[config.mk]
export PLATFORM = sky130hd
export DESIGN_NAME = framebuffer_arbiter
export DESIGN_NICKNAME = d
export VERILOG_FILES = /design/src/rtl/led_matrix_pkg.sv /design/src/rtl/fb_bank_ctrl.sv /design/src/rtl/framebuffer_arbiter.sv
export SDC_FILE = /design/constraint.sdc
export NUM_CORES = 1
export LEC_CHECK = 0
export BUFFER_PORTS_ARGS = -buffer_cell sky130_fd_sc_hd__buf_2
export CAP_MARGIN = 20
export CORE_MARGIN = 10
export CORE_UTILIZATION = 33
export CTS_CLUSTER_DIAMETER = 50
export CTS_CLUSTER_SIZE = 25
export DETAILED_ROUTE_END_ITERATION = 12
export PLACE_DENSITY_LB_ADDON = 0.25
export REMOVE_ABC_BUFFERS = 1
export SLEW_MARGIN = 20
export SYNTH_ARGS = -nofsm -noshare
export SYNTH_HDL_FRONTEND = slang
export SYNTH_SLANG_ARGS = --single-unit
[constraint.sdc]
create_clock -name clk_in -period 3 [get_ports clk_in]
set_input_delay 0.15 -clock clk_in [delete_from_list [all_inputs] [get_ports clk_in]]
set_output_delay 0.15 -clock clk_in [all_outputs]
set_load 0.02 [all_outputs]
[src/rtl/led_matrix_pkg.sv]
// Shared types and widths for the 64x32 LED matrix pixel path.
package led_matrix_pkg;
  localparam int ROW_W      = 5;
  localparam int COL_W      = 6;
  localparam int PIX_ADDR_W = ROW_W + COL_W;
  localparam int CH_W       = 6;
  localparam int PIX_W      = 3 * CH_W;

  // Packed MSB-first so the 18-bit word reads {blue, green, red}.
  typedef struct packed {
    logic [CH_W-1:0] blue;
    logic [CH_W-1:0] green;
    logic [CH_W-1:0] red;
  } pixel_t;

  typedef enum logic {
    SW_IDLE    = 1'b0,
    SW_PENDING = 1'b1
  } swap_state_e;
endpackage

[src/rtl/fb_bank_ctrl.sv]
// Front/back bank selection: swaps are deferred to the next frame boundary.
module fb_bank_ctrl
  import led_matrix_pkg::*;
(
  input  logic clk_in,
  input  logic reset,
  input  logic swap_req,
  input  logic scan_frame_end,
  output logic swap_pending,
  output logic display_bank
);
  swap_state_e r_state, w_next;
  logic        r_bank;
  logic        w_toggle;

  always_comb begin
    w_next   = r_state;
    w_toggle = 1'b0;
    case (r_state)
      SW_IDLE: begin
        // A request landing on the frame boundary swaps at once.
        if (swap_req && scan_frame_end) w_toggle = 1'b1;
        else if (swap_req)              w_next   = SW_PENDING;
      end
      SW_PENDING: begin
        if (scan_frame_end) begin
          w_toggle = 1'b1;
          w_next   = SW_IDLE;
        end
      end
      default: w_next = SW_IDLE;
    endcase
  end

  always_ff @(posedge clk_in or negedge reset) begin
    if (!reset) begin
      r_state <= SW_IDLE;
      r_bank  <= 1'b0;
    end else begin
      r_state <= w_next;
      if (w_toggle) r_bank <= ~r_bank;
    end
  end

  assign swap_pending = (r_state == SW_PENDING);
  assign display_bank = r_bank;
endmodule

[src/rtl/framebuffer_arbiter.sv]
// Single-port pixel RAM arbiter: scan reads have priority, host writes are
// forced through after STARVE_LIMIT refused cycles.
module framebuffer_arbiter
  import led_matrix_pkg::*;
#(
  parameter int ADDR_W       = PIX_ADDR_W,
  parameter int DATA_W       = PIX_W,
  parameter int STARVE_LIMIT = 4
) (
  input  logic              clk_in,
  input  logic              reset,
  input  logic              scan_req,
  input  logic [ADDR_W-1:0] scan_addr,
  output logic              scan_ack,
  output logic              scan_rvalid,
  output logic [DATA_W-1:0] scan_rdata,
  input  logic              scan_frame_end,
  input  logic              wr_valid,
  input  logic [ADDR_W-1:0] wr_addr,
  input  logic [DATA_W-1:0] wr_data,
  output logic              wr_ready,
  input  logic              swap_req,
  output logic              swap_pending,
  output logic              display_bank,
  output logic              ram_en,
  output logic              ram_we,
  output logic [ADDR_W:0]   ram_addr,
  output logic [DATA_W-1:0] ram_wdata,
  input  logic [DATA_W-1:0] ram_rdata
);
  localparam int CNT_W = 4;
  localparam logic [CNT_W-1:0] LIMIT = CNT_W'(STARVE_LIMIT);

  logic [CNT_W-1:0] r_starve_cnt;
  logic             r_rvalid;
  logic             w_wr_elig, w_force_wr, w_gnt_wr, w_gnt_scan;
  logic             w_swap_pending, w_bank;

  fb_bank_ctrl u_bank (
    .clk_in         (clk_in),
    .reset          (reset),
    .swap_req       (swap_req),
    .scan_frame_end (scan_frame_end),
    .swap_pending   (w_swap_pending),
    .display_bank   (w_bank)
  );

  // Writes are held off while a swap is pending so the back bank stays
  // frozen until it becomes the front bank.
  assign w_wr_elig  = wr_valid && !w_swap_pending;
  assign w_force_wr = (r_starve_cnt == LIMIT);
  assign w_gnt_wr   = reset && w_wr_elig && (w_force_wr || !scan_req);
  assign w_gnt_scan = reset && scan_req && !w_gnt_wr;

  always_ff @(posedge clk_in or negedge reset) begin
    if (!reset) begin
      r_starve_cnt <= '0;
      r_rvalid     <= 1'b0;
    end else begin
      r_rvalid <= w_gnt_scan;
      if (w_gnt_wr || w_swap_pending)
        r_starve_cnt <= '0;
      else if (wr_valid && r_starve_cnt != LIMIT)
        r_starve_cnt <= r_starve_cnt + 1'b1;
    end
  end

  assign scan_ack     = w_gnt_scan;
  assign wr_ready     = w_gnt_wr;
  assign scan_rvalid  = r_rvalid;
  assign scan_rdata   = ram_rdata;
  assign swap_pending = w_swap_pending;
  assign display_bank = w_bank;

  assign ram_en    = w_gnt_wr || w_gnt_scan;
  assign ram_we    = w_gnt_wr;
  assign ram_addr  = w_gnt_wr ? {~w_bank, wr_addr} : {w_bank, scan_addr};
  assign ram_wdata = wr_data;
endmodule

==> summary.md <==
| Metric | Value |
|---|---|
| Final GP Congestion | 0.8900 |
| Max Used Layer | met5 |
| IO Pins | between 100 and 150 |
| Worst setup EP type | output pin |
| Total core area | between 2000 and 2500 sq um |
| Hold Buf Count CTS | 1 |
| Clock skew | approximately 4.6 ps |
| Fin Setup TNS | 0 ps |
| EDFF count, synth | 0 |
| RR Startpoint | r_starve_cnt[0] |
| Top post-synthesis cells by area | buf_4 33%, dfrtp_1 20%, mux2_4 8.8% |
| Final std cell area, no fill | 873.3 sq um |
| Metal-1 WL | 1330 microns |
| Final setup violation count | 0 |
| Avg Inst Size Synth | 9.289 sq um |
| Worst setup path end | ram_addr[2] |
| Worst R2R Setup Slack | approximately 1300 ps |
| Die Width | around 71 microns |
| Layout cells sized above 1 | approximately 60% |
| Clk pin slew, worst setup/hold paths | approximately 60 ps |
| # Max-Cap Violations | 0 |
| Die H | 70.89 microns |
| Routed Antenna Nets | 0 |
| Root buffer cell | clkbuf_4 |
| Pleak | 0.4522 nW |
| Worst Path Max Fanout | 17 |
| Initial DRC Count | 3 |
| Placed Area | about 840 sq um |
| Synth Flop Type | dfrtp_1 |
| Fin. max-slew vios | 0 |
| Routed via count | ~700 |
| CTS Buffer Depth | 2 |
| Unique masters post-synth | 25 |
| Power Density | between 400 and 500 nW/um^2 |
| Number of global-route vias before repair | 740 |
| Fin worst setup slack | about 550 ps |
| Setup crit start | r_starve_cnt[0] |
| Worst hold path type | in -> reg |
| Layout fillers | between 200 and 300 |
| Ant. Diodes | 0 |
| Gr usage total | 13.02% |
| Hpwl dp | roughly 2800 microns |
| Post-route insts no fill | ~140 |
| DR vias/cell | around 5.1 |
| Most frequent cell after synthesis | buf_4 |
| Total CTS buffers | 3 |
| Seq cells post-synth | 7 |
| TritonCTS Sinks | 7 |
| CTS tree | done |
| Layout Nets | 172 |
| PortBufs | 46 |
| Fin crit period | roughly 2400 ps |
| Maximum vdd drop | between 0.3 and 0.4 mV |
| Starting Density | about 34% |
| Largest net degree at the start of global routing | 18 |
| Critical Path AT | between 2000 and 2500 ps |
| RSZ-0062 raised after global routing | no |
| Slew @ Worst Pin | 339.1 ps |
| Placed cells | 130 |
| Critical path type | reg -> out |
| Final routed DRC violation total | 0 |
| Worst EP required | 2850 ps |
| Row cnt | 18 |
| Top cells by count, synth | 37 x buf_4, 7 x dfrtp_1, 6 x mux2_2 |
| Leading area contributor after synthesis | buf_4 |
| Tcrit/Tclk final | around four fifths |
| Status | finished clean |
| RR Endpoint | r_starve_cnt[2] |
| Fmax | just over 400 MHz |
| Pre-CTS setup slack | roughly 830 ps |
| Routed wl met3 | between 600 and 700 microns |
| Post-Synthesis Cells | between 90 and 100 |
| Crit path launch type | register |
| Post-synthesis instance area | 854.6 sq um |
| Post-CTS Setup Inserts | 0 |
| Seq/Total Area, Yosys | 20.50% |
| Final WL | about 3500 microns |
| Post-synth ARST share | 100.0% |
| Drt pass-1 iters | 4 |
| Clk_lat worst skew | 260 ps |
| Synth top area share | 32.50% |
| DR WL met2 | approximately 1400 microns |
| R2R cell count | 6 |
| H-Tree Level Count | 1 |
| Hold Vio Cnt, Final | 0 |
| PostCTS Resize Cnt | 0 |
| Routed length per instance | around 26 microns |
| Die ar. | roughly 5000 sq um |
| Hold path cells | 2 |
| Slew HR | around 77% |
| Global-route wire length before repair | about 4900 microns |
| Yosys warning total | 0 |
| Total gr overflow | 0 |
| Min-delay src | scan_frame_end |
| Initial antenna violation count | 0 |
| Area Overhead vs Synth | 2.196% |
-- stage by stage --
stage                     power [mW]  utilization, %  hold WS (ps)
after floorplan               0.2119               -        -145.6
after global placement        0.2700           33.79         14.35
after detailed placement      0.2709           33.79         18.74
after CTS                     0.3655           35.25         39.76
after global routing          0.3849           35.25         37.66
final                         0.3581           35.25         50.17
-- cells in the final DEF, fill, tap and decap left out, types with 2 or more instances in the layout --
| cell type | instances |
|---|---|
| a211oi_1 | 2 |
| a21oi_1 | 4 |
| buf_2 | 46 |
| clkbuf_4 | 3 |
| dfrtp_1 | 7 |
| ha_1 | 2 |
| inv_1 | 5 |
| mux2_2 | 6 |
| mux2_4 | 5 |
| nand2_1 | 2 |
| nand3_1 | 2 |
| nor2_1 | 4 |
| o21ai_0 | 3 |
-- kinds of logic after synthesis --
kind of cell,Yosys count,synth area share [%]
AOI/OAI and AO/OA,11,10.10
xor gates and xnor gates,2,2.050
adders and majority gates,2,2.928
buffers and inverters,44,36.46
DFF,7,20.50
muxes,11,16.69
and+or+nand+nor,15,11.28
-- how the worst min path moves through the flow --
stage	end	slack (ps)
floorplan	r_starve_cnt[0]	-150
finish	u_bank.swap_pending	50
global placement	u_bank.display_bank	10
detailed placement	u_bank.display_bank	20
CTS	u_bank.swap_pending	40
global route	u_bank.swap_pending	40
-- state kept, by name (all words and copies together) (netlist names) --
| signal | cells |
|---|---|
| scan_rvalid | 1 |
| r_starve_cnt | 4 |
| u_bank.display_bank | 1 |
| u_bank.swap_pending | 1 |
-- worst max-delay path, stage by stage (launching register included) --
cell and delay [ps]:
dfrtp_1 400, inv_1 90, ha_1 260, nand3b_4 120, a2111oi_4 340, buf_4 300, mux2_2 360, buf_2 160
-- layer usage --
metal,vias to the layer above,GRT usage (%)
met3,6,15.06
met1,323,14.00
met4,2,1.505
met2,53,16.32
li1,299,-
met5,-,6.061
-- cell type report --
type | instances | area (sq um) | share of cell area (%)
sequential | 7 | 175.2 | 20.06
multi-input combinational | 41 | 367.9 | 42.12
timing repair buffer | 48 | 247.7 | 28.37
inverter | 5 | 18.77 | 2.149
tap | 30 | 37.54 | 4.298
clock buffer | 4 | 26.28 | 3.009
-- report_power, final --
part           total, mW  switching, mW  internal, mW
Clock             0.0902         0.0392        0.0510
Sequential         0.123         0.0151         0.107
Combinational      0.145         0.0812        0.0642
(Power assumes the default switching activity.)
